[src/rtl/wallace_mac_pkg.sv]
// Shared widths and result-FSM encoding for the Wallace-tree multiply-accumulate block.
package wallace_mac_pkg;

  localparam int unsigned OP_W  = 8;
  localparam int unsigned ACC_W = 24;
  localparam int unsigned CNT_W = 16;

  typedef enum logic {
    IDLE = 1'b0,
    HOLD = 1'b1
  } res_state_t;

endpackage

[src/rtl/wallace_mac_eightwallace.sv]
// Combinational 8x8 unsigned multiplier: partial products reduced by a tree of
// carry-save adders, then a single carry-propagate add.
module eightwallace
  import wallace_mac_pkg::*;
(
  input  logic [OP_W-1:0]   A,
  input  logic [OP_W-1:0]   B,
  output logic [2*OP_W-1:0] prod
);

  localparam int unsigned PW = 2 * OP_W;

  // Returns {carry<<1, sum} for three equally weighted rows.
  function automatic logic [2*PW-1:0] csa(input logic [PW-1:0] x, y, z);
    logic [PW-1:0] maj;
    maj = (x & y) | (x & z) | (y & z);
    return {maj[PW-2:0], 1'b0, x ^ y ^ z};
  endfunction

  logic [PW-1:0] pp [OP_W];

  always_comb begin
    for (int unsigned i = 0; i < OP_W; i++) begin
      pp[i] = {{OP_W{1'b0}}, A & {OP_W{B[i]}}} << i;
    end
  end

  logic [PW-1:0] s0, c0, s1, c1, s2, c2, s3, c3, s4, c4, s5, c5;

  // 8 rows -> 6 -> 4 -> 3 -> 2
  assign {c0, s0} = csa(pp[0], pp[1], pp[2]);
  assign {c1, s1} = csa(pp[3], pp[4], pp[5]);
  assign {c2, s2} = csa(s0, c0, s1);
  assign {c3, s3} = csa(c1, pp[6], pp[7]);
  assign {c4, s4} = csa(s2, c2, s3);
  assign {c5, s5} = csa(s4, c4, c3);

  assign prod = s5 + c5;

endmodule

[src/rtl/wallace_mac.sv]
// Streaming dot-product MAC: registered product stage, accumulate stage and a
// held result register with valid/ready handshakes on both sides.
module wallace_mac
  import wallace_mac_pkg::*;
(
  input  logic             clk,
  input  logic             rst_n,
  input  logic             in_valid,
  output logic             in_ready,
  input  logic [OP_W-1:0]  a,
  input  logic [OP_W-1:0]  b,
  input  logic             in_last,
  output logic             out_valid,
  input  logic             out_ready,
  output logic [ACC_W-1:0] out_sum,
  output logic [CNT_W-1:0] out_count,
  output logic             out_ovf
);

  logic [2*OP_W-1:0] prod;
  logic [2*OP_W-1:0] p_prod;
  logic              p_valid;
  logic              p_last;
  logic [ACC_W-1:0]  acc;
  logic [CNT_W-1:0]  cnt;
  logic              ovf;
  res_state_t        state;

  logic              stall;
  logic              accept;
  logic              load;
  logic [ACC_W:0]    acc_next;
  logic [CNT_W-1:0]  cnt_next;
  logic              ovf_next;

  eightwallace u_mul (
    .A    (a),
    .B    (b),
    .prod (prod)
  );

  // A last element may only leave stage P once the result register can take it.
  assign stall    = p_valid && p_last && out_valid && !out_ready;
  assign in_ready = !stall;
  assign accept   = in_valid && in_ready;
  assign load     = p_valid && p_last && !stall;

  assign acc_next  = {1'b0, acc} + {{(ACC_W + 1 - 2 * OP_W){1'b0}}, p_prod};
  assign cnt_next  = cnt + {{(CNT_W - 1){1'b0}}, 1'b1};
  assign ovf_next  = ovf | acc_next[ACC_W];
  assign out_valid = (state == HOLD);

  always_ff @(posedge clk) begin
    if (!rst_n) begin
      p_valid   <= 1'b0;
      p_last    <= 1'b0;
      p_prod    <= '0;
      acc       <= '0;
      cnt       <= '0;
      ovf       <= 1'b0;
      state     <= IDLE;
      out_sum   <= '0;
      out_count <= '0;
      out_ovf   <= 1'b0;
    end else begin
      if (!stall) begin
        p_valid <= accept;
        if (accept) begin
          p_prod <= prod;
          p_last <= in_last;
        end
        if (p_valid) begin
          if (p_last) begin
            acc       <= '0;
            cnt       <= '0;
            ovf       <= 1'b0;
            out_sum   <= acc_next[ACC_W-1:0];
            out_count <= cnt_next;
            out_ovf   <= ovf_next;
          end else begin
            acc <= acc_next[ACC_W-1:0];
            cnt <= cnt_next;
            ovf <= ovf_next;
          end
        end
      end

      case (state)
        IDLE:    if (load) state <= HOLD;
        HOLD:    if (!load && out_ready) state <= IDLE;
        default: state <= IDLE;
      endcase
    end
  end

endmodule

[config.mk]
export PLATFORM = sky130hd
export DESIGN_NAME = wallace_mac
export DESIGN_NICKNAME = d
export VERILOG_FILES = /design/src/rtl/wallace_mac_pkg.sv /design/src/rtl/wallace_mac_eightwallace.sv /design/src/rtl/wallace_mac.sv
export SDC_FILE = /design/constraint.sdc
export NUM_CORES = 1
export LEC_CHECK = 0
export BUFFER_PORTS_ARGS = -buffer_cell sky130_fd_sc_hd__buf_4
export CAP_MARGIN = 10
export CORE_MARGIN = 2
export CORE_UTILIZATION = 45
export DETAILED_ROUTE_END_ITERATION = 7
export PLACE_DENSITY = 0.7
export SYNTH_ARGS = -nofsm -noshare
export SYNTH_HDL_FRONTEND = slang
export SYNTH_SLANG_ARGS = --single-unit
[constraint.sdc]
create_clock -name clk -period 4.8 [get_ports clk]
set_input_delay 0.72 -clock clk [delete_from_list [all_inputs] [get_ports clk]]
set_output_delay 0.72 -clock clk [all_outputs]
set_load 0.005 [all_outputs]
==> impl_metrics.ini <==
[floorplanning]
dieArea_um2 = 16800
start_util_pct = 46.3
die_width_um = 129
io_pins = 64
fp-row-count = 45
die_h_um = 129
coreArea_um2 = 15300

[layout]
final_cell_mix = nand2_1, dfxtp_1, buf_4
final_common_cell = nand2_1
fin_util_pct = 52.2
drive_gt1_share_pct = 11.5
antennaDiodeCount = 0
fin_area_um2 = 8000
area_growth_pct = 12.9
layout.nets = 993

[setup_path]
reg2reg_depth = 5
endpoint_kind = flip-flop
reg2reg_slack_ns = 1.67
arrival_ns = 4.62
critPathKind = in2reg
worst-path-max-fanout = 8
crit_end = p_prod[14]
start_kind = primary input
rr_startpoint = p_valid
reg2reg_to = acc[20]
critPathLaunch = a[3]
required_ns = 5.04

[placement]
place_congestion = 0.912
io_buffer_count = 63
dpl.hpwl_mm = 11.9
placed_area_um2 = 7650

[clock_tree]
postCtsHoldBufs = 0
clk_latency_ns = 0.35
cts_buffers = 9
root_buffer = clkbuf_16
clk_pin_slew_worst_paths_ns = 0.07
clock-sinks = 101
cts_tree = built
cts_resized = 0
cts_buffer_depth = 2
postCtsSetupRepairBufs = 0
htreeDepth = 3

[synth]
syn-cell-area_um2 = 7080
synth-seq-cells = 101
synth.avg_cell_area_um2 = 8.23
synth_top_area_share_pct = 28.5
synthFlopType = dfxtp_1
synth_largest_area_cell = dfxtp_1
netlist-cell-type-count = 65
yosysSeqAreaShare_pct = 28.5
synth_nets = 964
synth_edf_count = 0
synth_warnings = 0
syn_inst = 861
synthArstFlopShare_pct = 0
synth.area.top_cells = dfxtp_1, fa_1, ha_1, nand2_1, a21oi_1

[sta]
setup_violations = 0
relSlewSlack_pct = 28.6
grt_setup_unrepaired = false
fmax_ghz = 0.228
finalSetupTns_ns = 0
hold_slack_ns = 0.454
hold_viol = 0
worst_slew_pin_slew_ns = 1.07
fin_skew_ns = 0.00667
fin_crit_ns = 4.38
final.period_utilization_pct = 91.2
finalMaxSlewViolations = 0

[global_routing]
grt_util_all_layers_pct = 20.7
grt_overflow_total = 0
antenna_found_initial = 0
grt_pass1_vias = 5766
grt_pass1_wl_mm = 28.3
grt_max_degree = 81

[power_and_ir_drop]
power_density_nw_per_um2 = 333
leakage_uw = 0.00334
vdd_drop_max_uv = 196
total_power_uw = 2670

[worst_hold_path]
hp-class = reg2reg

[detailed_routing]
drt-initial-drc-count = 478
dr.pass1.iters = 5
post_drt_wl_per_cell_um = 15.0
drc = 0
viasPerCell = 5.63
vias = 6224
antenna_left = 0
finalWirelength_mm = 16.6

[outcome]
status = finished, final reports clean

[run]
max_cap_viol_count = 0
[power by group]
part           switching [uW]  internal [uW]  total [uW]  leakage [uW]
clock                     335            516         850      0.000165
combinational             518            364         882       0.00236
sequential               38.3            895         934      0.000819
[cells by family after synthesis]
group	Yosys count	synth area share, %
fa+ha+maj	82	18.7
buf+inv	97	5.67
simple gates	347	24.7
compound gates	202	18.2
mux	9	1.34
xor+xnor	23	2.84
flops	101	28.5
[how the worst min path moves through the flow]
stage | startpoint | to | slack (ns) | cells after the start
6_report | out_sum[3] | out_sum[3] | 0.45 | 2
5_1_grt | p_prod[10] | p_prod[10] | 0.48 | 2
4_1_cts | out_sum[3] | out_sum[3] | 0.46 | 2
3_5_place_dp | out_sum[3] | out_sum[3] | 0.45 | 2
3_3_place_gp | out_count[1] | out_count[1] | 0.44 | 2
2_1_floorplan | acc[0] | acc[0] | 0.44 | 2
[flip-flops by register name, indices dropped and copies added, names as in the netlist, 16 cells and up]
signal	count
acc	24
cnt	16
out_sum	24
out_count	16
p_prod	16
[routing by layer]
| metal | wire length, um | share of wire, % | global-route usage [%] | vias to the layer above |
|---|---|---|---|---|
| li1 | - | - | - | 3086 |
| met2 | 7620 | 46 | 32.7 | 142 |
| met5 | 0 | 0 | 0 | - |
| met3 | 625 | 3.8 | 3.14 | 27 |
| met4 | 312 | 1.9 | 6.26 | 0 |
| met1 | 8010 | 48 | 29.4 | 2969 |
[stage by stage]
step | worst slack [ns] | instances
5_1_grt | 0.0662 | 1106
2_1_floorplan | 0.458 | 861
3_5_place_dp | 0.0615 | 1090
6_report | 0.423 | 1106
3_3_place_gp | 0.137 | 1090
4_1_cts | 0.407 | 1106
[worst max-delay path, stage by stage]
cell and delay [ns]:
buf_4 0.14, and2_1 0.17, fa_1 0.46, fa_1 0.54, inv_1 0.05, fa_1 0.47
fa_1 0.54, inv_1 0.04, ha_1 0.33, o21a_1 0.20, a21oi_1 0.21, o21ai_0 0.19
a41oi_1 0.29, mux2i_1 0.21, nand2_1 0.06
[synthesized netlist by cell type, types with 13 or more instances]
master and number:
a21oi_1 63, a22oi_1 13, and2_1 43, clkbuf_1 29, dfxtp_1 101, fa_1 40, ha_1 42, inv_1 47
nand2_1 107, nand3_1 50, nand4_1 20, nor2_1 54, nor3_1 16, o21ai_0 41, or3_1 15
[cell type report]
class	instances	area, um2
fill	1506	7310
multi-input combinational	663	4670
sequential	101	2020
timing repair buffer	68	523
tap	211	264
clock buffer	10	229
inverter	47	176
clock inverter	6	118
Note: power is estimated with default switching activity, not from simulation.
